$ cat config.mk
export PLATFORM = sky130hd
export DESIGN_NAME = voice_allocator
export DESIGN_NICKNAME = d
export VERILOG_FILES = /design/src/rtl/voice_allocator.sv
export SDC_FILE = /design/constraint.sdc
export NUM_CORES = 1
export LEC_CHECK = 0
export BUFFER_PORTS_ARGS = -buffer_cell sky130_fd_sc_hd__buf_2
export CORE_ASPECT_RATIO = 0.5
export CORE_MARGIN = 2
export CORE_UTILIZATION = 40
export CTS_CLUSTER_DIAMETER = 120
export DETAILED_ROUTE_END_ITERATION = 8
export GPL_TIMING_DRIVEN = 0
export PLACE_DENSITY = 0.62
export RECOVER_POWER = 50
export SLEW_MARGIN = 25
export SYNTH_ARGS = -nofsm -noshare
export SYNTH_HDL_FRONTEND = slang
export SYNTH_HIERARCHICAL = 1
export SYNTH_SLANG_ARGS = --single-unit
$ cat constraint.sdc
create_clock -name clk_slow -period 2.4 [get_ports clk_slow]
set_input_delay 0.12 -clock clk_slow [delete_from_list [all_inputs] [get_ports clk_slow]]
set_output_delay 0.12 -clock clk_slow [all_outputs]
set_load 0.01 [all_outputs]
$ cat src/rtl/voice_allocator.sv
// voice_allocator: polyphonic voice dispatcher driving a row of notebank voices.
// Accepts key press/release events, two clocks per event (IDLE -> DECIDE), and
// issues registered note_on/note_off pulses plus a per-voice period.
// Optional build macro VOICE_STEAL_EN: when defined, a press with no free voice
// steals the oldest voice; otherwise such a press is dropped.

// One notebank voice slot: lifecycle state, owned key code and period.
module voice_slot (
    input  logic        clk_slow,
    input  logic        rst,
    input  logic        load,
    input  logic        rel,
    input  logic        done,
    input  logic [6:0]  code_in,
    input  logic [22:0] period_in,
    output logic        busy,
    output logic        active,
    output logic [6:0]  code,
    output logic [22:0] period
);
    typedef enum logic [1:0] {V_FREE, V_ACTIVE, V_RELEASING} vstate_t;
    vstate_t state;

    // load (allocate/retrigger/steal) outranks release and done, so a
    // retrigger that lands on the same edge as done keeps the voice ACTIVE.
    always_ff @(posedge clk_slow) begin
        if (rst) begin
            state  <= V_FREE;
            code   <= '0;
            period <= '0;
        end else if (load) begin
            state  <= V_ACTIVE;
            code   <= code_in;
            period <= period_in;
        end else if (rel && state == V_ACTIVE) begin
            state <= V_RELEASING;
        end else if (done && state == V_RELEASING) begin
            state <= V_FREE;
        end
    end

    assign busy   = (state != V_FREE);
    assign active = (state == V_ACTIVE);
endmodule

module voice_allocator #(
    parameter int NUM_VOICES = 4,
    parameter int AGE_W      = 4
) (
    input  logic                    clk_slow,
    input  logic                    rst,
    input  logic                    key_valid,
    output logic                    key_ready,
    input  logic                    key_down,
    input  logic [6:0]              key_code,
    input  logic [22:0]             key_period,
    input  logic                    panic,
    input  logic [NUM_VOICES-1:0]   done,
    output logic [NUM_VOICES-1:0]   note_on,
    output logic [NUM_VOICES-1:0]   note_off,
    output logic [23*NUM_VOICES-1:0] period_bus,
    output logic [NUM_VOICES-1:0]   voice_busy,
    output logic                    key_dropped
);
    typedef enum logic {IDLE, DECIDE} state_t;
    state_t state, state_n;

    logic        ev_down;
    logic [6:0]  ev_code;
    logic [22:0] ev_period;

    logic [NUM_VOICES-1:0]            active, match, rel_hit, load, rel;
    logic [NUM_VOICES-1:0][6:0]       code;
    logic [NUM_VOICES-1:0][AGE_W-1:0] age;
    logic                             drop_n;

    // Lowest-index set bit of a voice mask, one-hot.
    function automatic logic [NUM_VOICES-1:0] first_set(input logic [NUM_VOICES-1:0] x);
        first_set = '0;
        for (int i = NUM_VOICES - 1; i >= 0; i--)
            if (x[i]) begin
                first_set    = '0;
                first_set[i] = 1'b1;
            end
    endfunction

    for (genvar v = 0; v < NUM_VOICES; v++) begin : g_voice
        voice_slot u_slot (
            .clk_slow  (clk_slow),
            .rst       (rst),
            .load      (load[v]),
            .rel       (rel[v]),
            .done      (done[v]),
            .code_in   (ev_code),
            .period_in (ev_period),
            .busy      (voice_busy[v]),
            .active    (active[v]),
            .code      (code[v]),
            .period    (period_bus[v*23 +: 23])
        );
        // A press retriggers any sounding voice with its key; a release only
        // hits a voice that is still ACTIVE.
        assign match[v]   = voice_busy[v] && (code[v] == ev_code);
        assign rel_hit[v] = active[v] && (code[v] == ev_code);
    end

`ifdef VOICE_STEAL_EN
    logic [NUM_VOICES-1:0] victim;
    logic [AGE_W-1:0]      best;

    // Oldest busy voice; strict '>' keeps the lowest index on ties.
    always_comb begin
        victim = '0;
        best   = '0;
        for (int v = 0; v < NUM_VOICES; v++)
            if (voice_busy[v] && (victim == '0 || age[v] > best)) begin
                victim    = '0;
                victim[v] = 1'b1;
                best      = age[v];
            end
    end
`endif

    assign key_ready = (state == IDLE);

    // Next state and event resolution; panic overrides a pending event.
    always_comb begin
        state_n = state;
        load    = '0;
        rel     = '0;
        drop_n  = 1'b0;
        case (state)
            IDLE:    if (key_valid && !panic) state_n = DECIDE;
            DECIDE:  state_n = IDLE;
            default: state_n = IDLE;
        endcase
        if (panic) begin
            rel    = active;
            drop_n = (state == DECIDE) && ev_down;
        end else if (state == DECIDE) begin
            if (ev_down) begin
                if (|match)
                    load = first_set(match);
                else if (~&voice_busy)
                    load = first_set(~voice_busy);
                else begin
`ifdef VOICE_STEAL_EN
                    load = victim;
`else
                    drop_n = 1'b1;
`endif
                end
            end else begin
                rel = first_set(rel_hit);
            end
        end
    end

    // FSM state, event latch and registered pulse outputs.
    always_ff @(posedge clk_slow) begin
        if (rst) begin
            state       <= IDLE;
            ev_down     <= 1'b0;
            ev_code     <= '0;
            ev_period   <= '0;
            note_on     <= '0;
            note_off    <= '0;
            key_dropped <= 1'b0;
        end else begin
            state       <= state_n;
            note_on     <= load;
            note_off    <= rel;
            key_dropped <= drop_n;
            if (state == IDLE && key_valid && !panic) begin
                ev_down   <= key_down;
                ev_code   <= key_code;
                ev_period <= key_period;
            end
        end
    end

    // Ages move only on a resolved press: target to 0, other busy voices +1 saturating.
    always_ff @(posedge clk_slow) begin
        if (rst) begin
            age <= '0;
        end else if (|load) begin
            for (int v = 0; v < NUM_VOICES; v++)
                if (load[v])
                    age[v] <= '0;
                else if (voice_busy[v] && age[v] != '1)
                    age[v] <= age[v] + AGE_W'(1);
        end
    end
endmodule

==> flow_summary.toml <==
[critical_path]
cp.arrival_ns = 2.66
crit_top_cell = "buf_12"
cp_data_required_time_ns = 2.68
cp_top_family = "simple AND/OR/NAND/NOR gates"
crit_path_start_kind = "flop"
crit_slowest_cell = "dfxtp_2"
crit_fanout = 8
worst_setup_path_end_kind = "flop"
path_cells = "buf_6 -> xor2_4 -> nor4_4 -> and4_4 -> or3b_4 -> and3b_2 -> buf_12 -> buf_12 -> mux2i_1 -> nor2_1"
slowest_delay_ns = 0.35
cp_num_buf_inv = 3
critical_path_class = "reg -> reg"

[detailed_routing]
route.detailed.drc = 0
ant_nets = 0
vias_per_cell = 4.83
vias = 5434
drt_iter0_drc = 276
wirelength_um = 18900
drt_first_pass_iters = 5
routedWlPerCell_um = 16.8

[synth]
netlist_area_um2 = 6810
synth_area_leaders = "dfxtp_1 (50%), mux2i_1 (18%), nor2_1 (7.2%), nand2_1 (3.7%), buf_12 (3.5%)"
synthCells = 675
synth_flop_cell = "dfxtp_1"
yosysWarningCount = 6
async_reset_ff_share_pct = 0
synth_edf_count = 0
yosys.area.top_type_share_pct = 49.7
synth_top_area_cell = "dfxtp_1"
yosys.cell_types.count = 49
postSynthAreaPerCell_um2 = 10.1
syn_nets = 714
synth_seq_cells = 169
ys_seq_area_share_pct = 49.7

[sta]
period_share_pct = 99.2
tightest_slew_ns = 0.704
min_period_ns = 2.38
hold_viol = 0
holdWs_ns = 0.0748
slew_headroom_pct = 53.1
final_max_slew_viol_count = 0
finClkSkew_ns = 0.0169
fmax_mhz = 420
setup_viol_count_final = 0
grt_setup_unrepaired = "true"

[final_layout]
area_growth_pct = 32.5
final_nets = 924
final_common_cell = "dfxtp_1"
diodes = 0
final_cell_mix = "dfxtp_1 (162), nor2_1 (129), clkbuf_1 (121)"
drive_gt1_share_pct = 17.1

[floorplanning]
dieArea_um2 = 18100
die_y_um = 96.3
core_um2 = 16500
initial_core_util_pct = 41.2
row_count = 33
io-pin-count = 145
die_w_um = 188

[clock_tree]
clock_path_buffers = 2
cts_root_buffer = "clkbuf_16"
h-tree-depth = 4
clock_sinks = 169
cts_buffers = 17
cts_tree = "built"
clk_latency_ns = 0.42
clk_pin_slew_ns = 0.07

[placement]
gp_congestion = 0.826
hpwl_um = 12700
io_buffers = 144

[pwr]
total_power_mw = 6.04
ir_drop_mv = 0.452
p_leak_nw = 3.27
power_density_nw_per_um2 = 670

[global_routing]
grt_pass1_wl_um = 28300
grt_max_degree = 22
gr-usage-all-layers_pct = 20.5
grt_antenna_before_repair = 0
grt_pass1_vias = 5205
grt-ovfl-total = 0

[run]
drv_cap = 0

[hold_path]
hold_class = "in -> reg"

[status]
status = "finished clean"
cell type report:
| cell class | count | area (µm²) |
|---|---|---|
| Multi-Input combinational cell | 456 | 3140 |
| Sequential cell | 169 | 3400 |
| Tap cell | 227 | 284 |
| Fill cell | 1547 | 7500 |
| Buffer | 47 | 472 |
| Inverter | 3 | 11.3 |
| Timing Repair Buffer | 191 | 1080 |
| Clock buffer | 17 | 425 |
| Clock inverter | 15 | 206 |
repair_timing:
item / 4_1_cts / 5_1_grt
resized for setup: 9 / 32
hold buffers: 35 / 0
cloned: 0 / 3
setup buffers: 3 / 6
endpoints found under the hold margin: 35 / 0
endpoints found under the setup margin: 126 / 94
pin swaps: 3 / 2
worst register-to-register path, cell delays in order (launching register included):
cell,delay [ns]
dfxtp_2,0.35
buf_6,0.15
xor2_4,0.19
nor4_4,0.35
and4_4,0.30
or3b_4,0.15
and3b_2,0.23
buf_12,0.16
buf_12,0.15
mux2i_1,0.18
nor2_1,0.05
cell families after synthesis:
group / Yosys count / share of synthesized area (%)
compound gates: 59 / 4.87
xor+xnor: 28 / 4.37
buf+inv: 50 / 6.71
flops: 169 / 49.7
mux: 120 / 17.6
simple gates: 249 / 16.7
Yosys cell counts, drive strengths merged, types with 3 or more instances:
| cell | number |
|---|---|
| a211oi | 5 |
| a21oi | 39 |
| a31oi | 3 |
| buf | 31 |
| clkbuf | 16 |
| dfxtp | 169 |
| inv | 3 |
| mux2i | 120 |
| nand2 | 67 |
| nand2b | 9 |
| nand3 | 4 |
| nand4 | 3 |
| nor2 | 130 |
| nor2b | 7 |
| nor3 | 3 |
| nor4 | 5 |
| o21ai | 6 |
| or2 | 4 |
| or3 | 3 |
| xnor2 | 3 |
| xor2 | 25 |
stage by stage:
stage / utilization, % / std cells / area, µm² / setup WS, ns / TNS, ns
2_1_floorplan: - / 675 / 6810 / 0.254 / 0
3_3_place_gp: 47.3 / 1046 / 7810 / -0.203 / -14.13
3_5_place_dp: 47.3 / 1046 / 7810 / -0.292 / -20.56
4_1_cts: 53.6 / 1116 / 8850 / -0.0109 / -0.0109
5_1_grt: 54.6 / 1125 / 9020 / -0.0673 / -1.38
6_report: 54.6 / 1125 / 9020 / 0.0195 / 0
report_power, final:
| part | total [mW] | leakage [nW] | switching [mW] | internal, mW |
|---|---|---|---|---|
| combinational | 0.348 | 1.59 | 0.194 | 0.154 |
| clock | 2.83 | 0.306 | 1.32 | 1.52 |
| sequential | 2.86 | 1.37 | 0.0357 | 2.83 |
metal layers:
layer | vias up | global-route usage (%) | part of all wire (%)
met3 | 10 | 3.94 | 5.1
met1 | 2610 | 27.7 | 48
li1 | 2674 | - | -
met2 | 140 | 33.5 | 46
met4 | 0 | 6.58 | 0.67
met5 | - | 0 | 0
path summary, 6_finish.rpt:
path                                      from                            to  slack (ns)  cells past startpoint
setup reg to reg                    ev_code[1]     g_voice[3].u_slot/code[5]        0.02                     10
setup / recovery                    ev_code[1]     g_voice[3].u_slot/code[5]        0.02                     10
hold reg to reg   g_voice[0].u_slot/period[13]  g_voice[0].u_slot/period[13]        0.49                      2
hold / removal                           panic                   note_off[3]        0.07                      3
state kept, by name, summed over array words and instances (netlist names):
signal,count
g_voice.u_slot/period,92
g_voice.u_slot/code,28
ev_period,23
g_voice.u_slot/state,8
ev_code,7
note_off,4
note_on,4
ev_down,1
key_dropped,1
state,1
No activity file was read; power rests on OpenSTA's default activity.
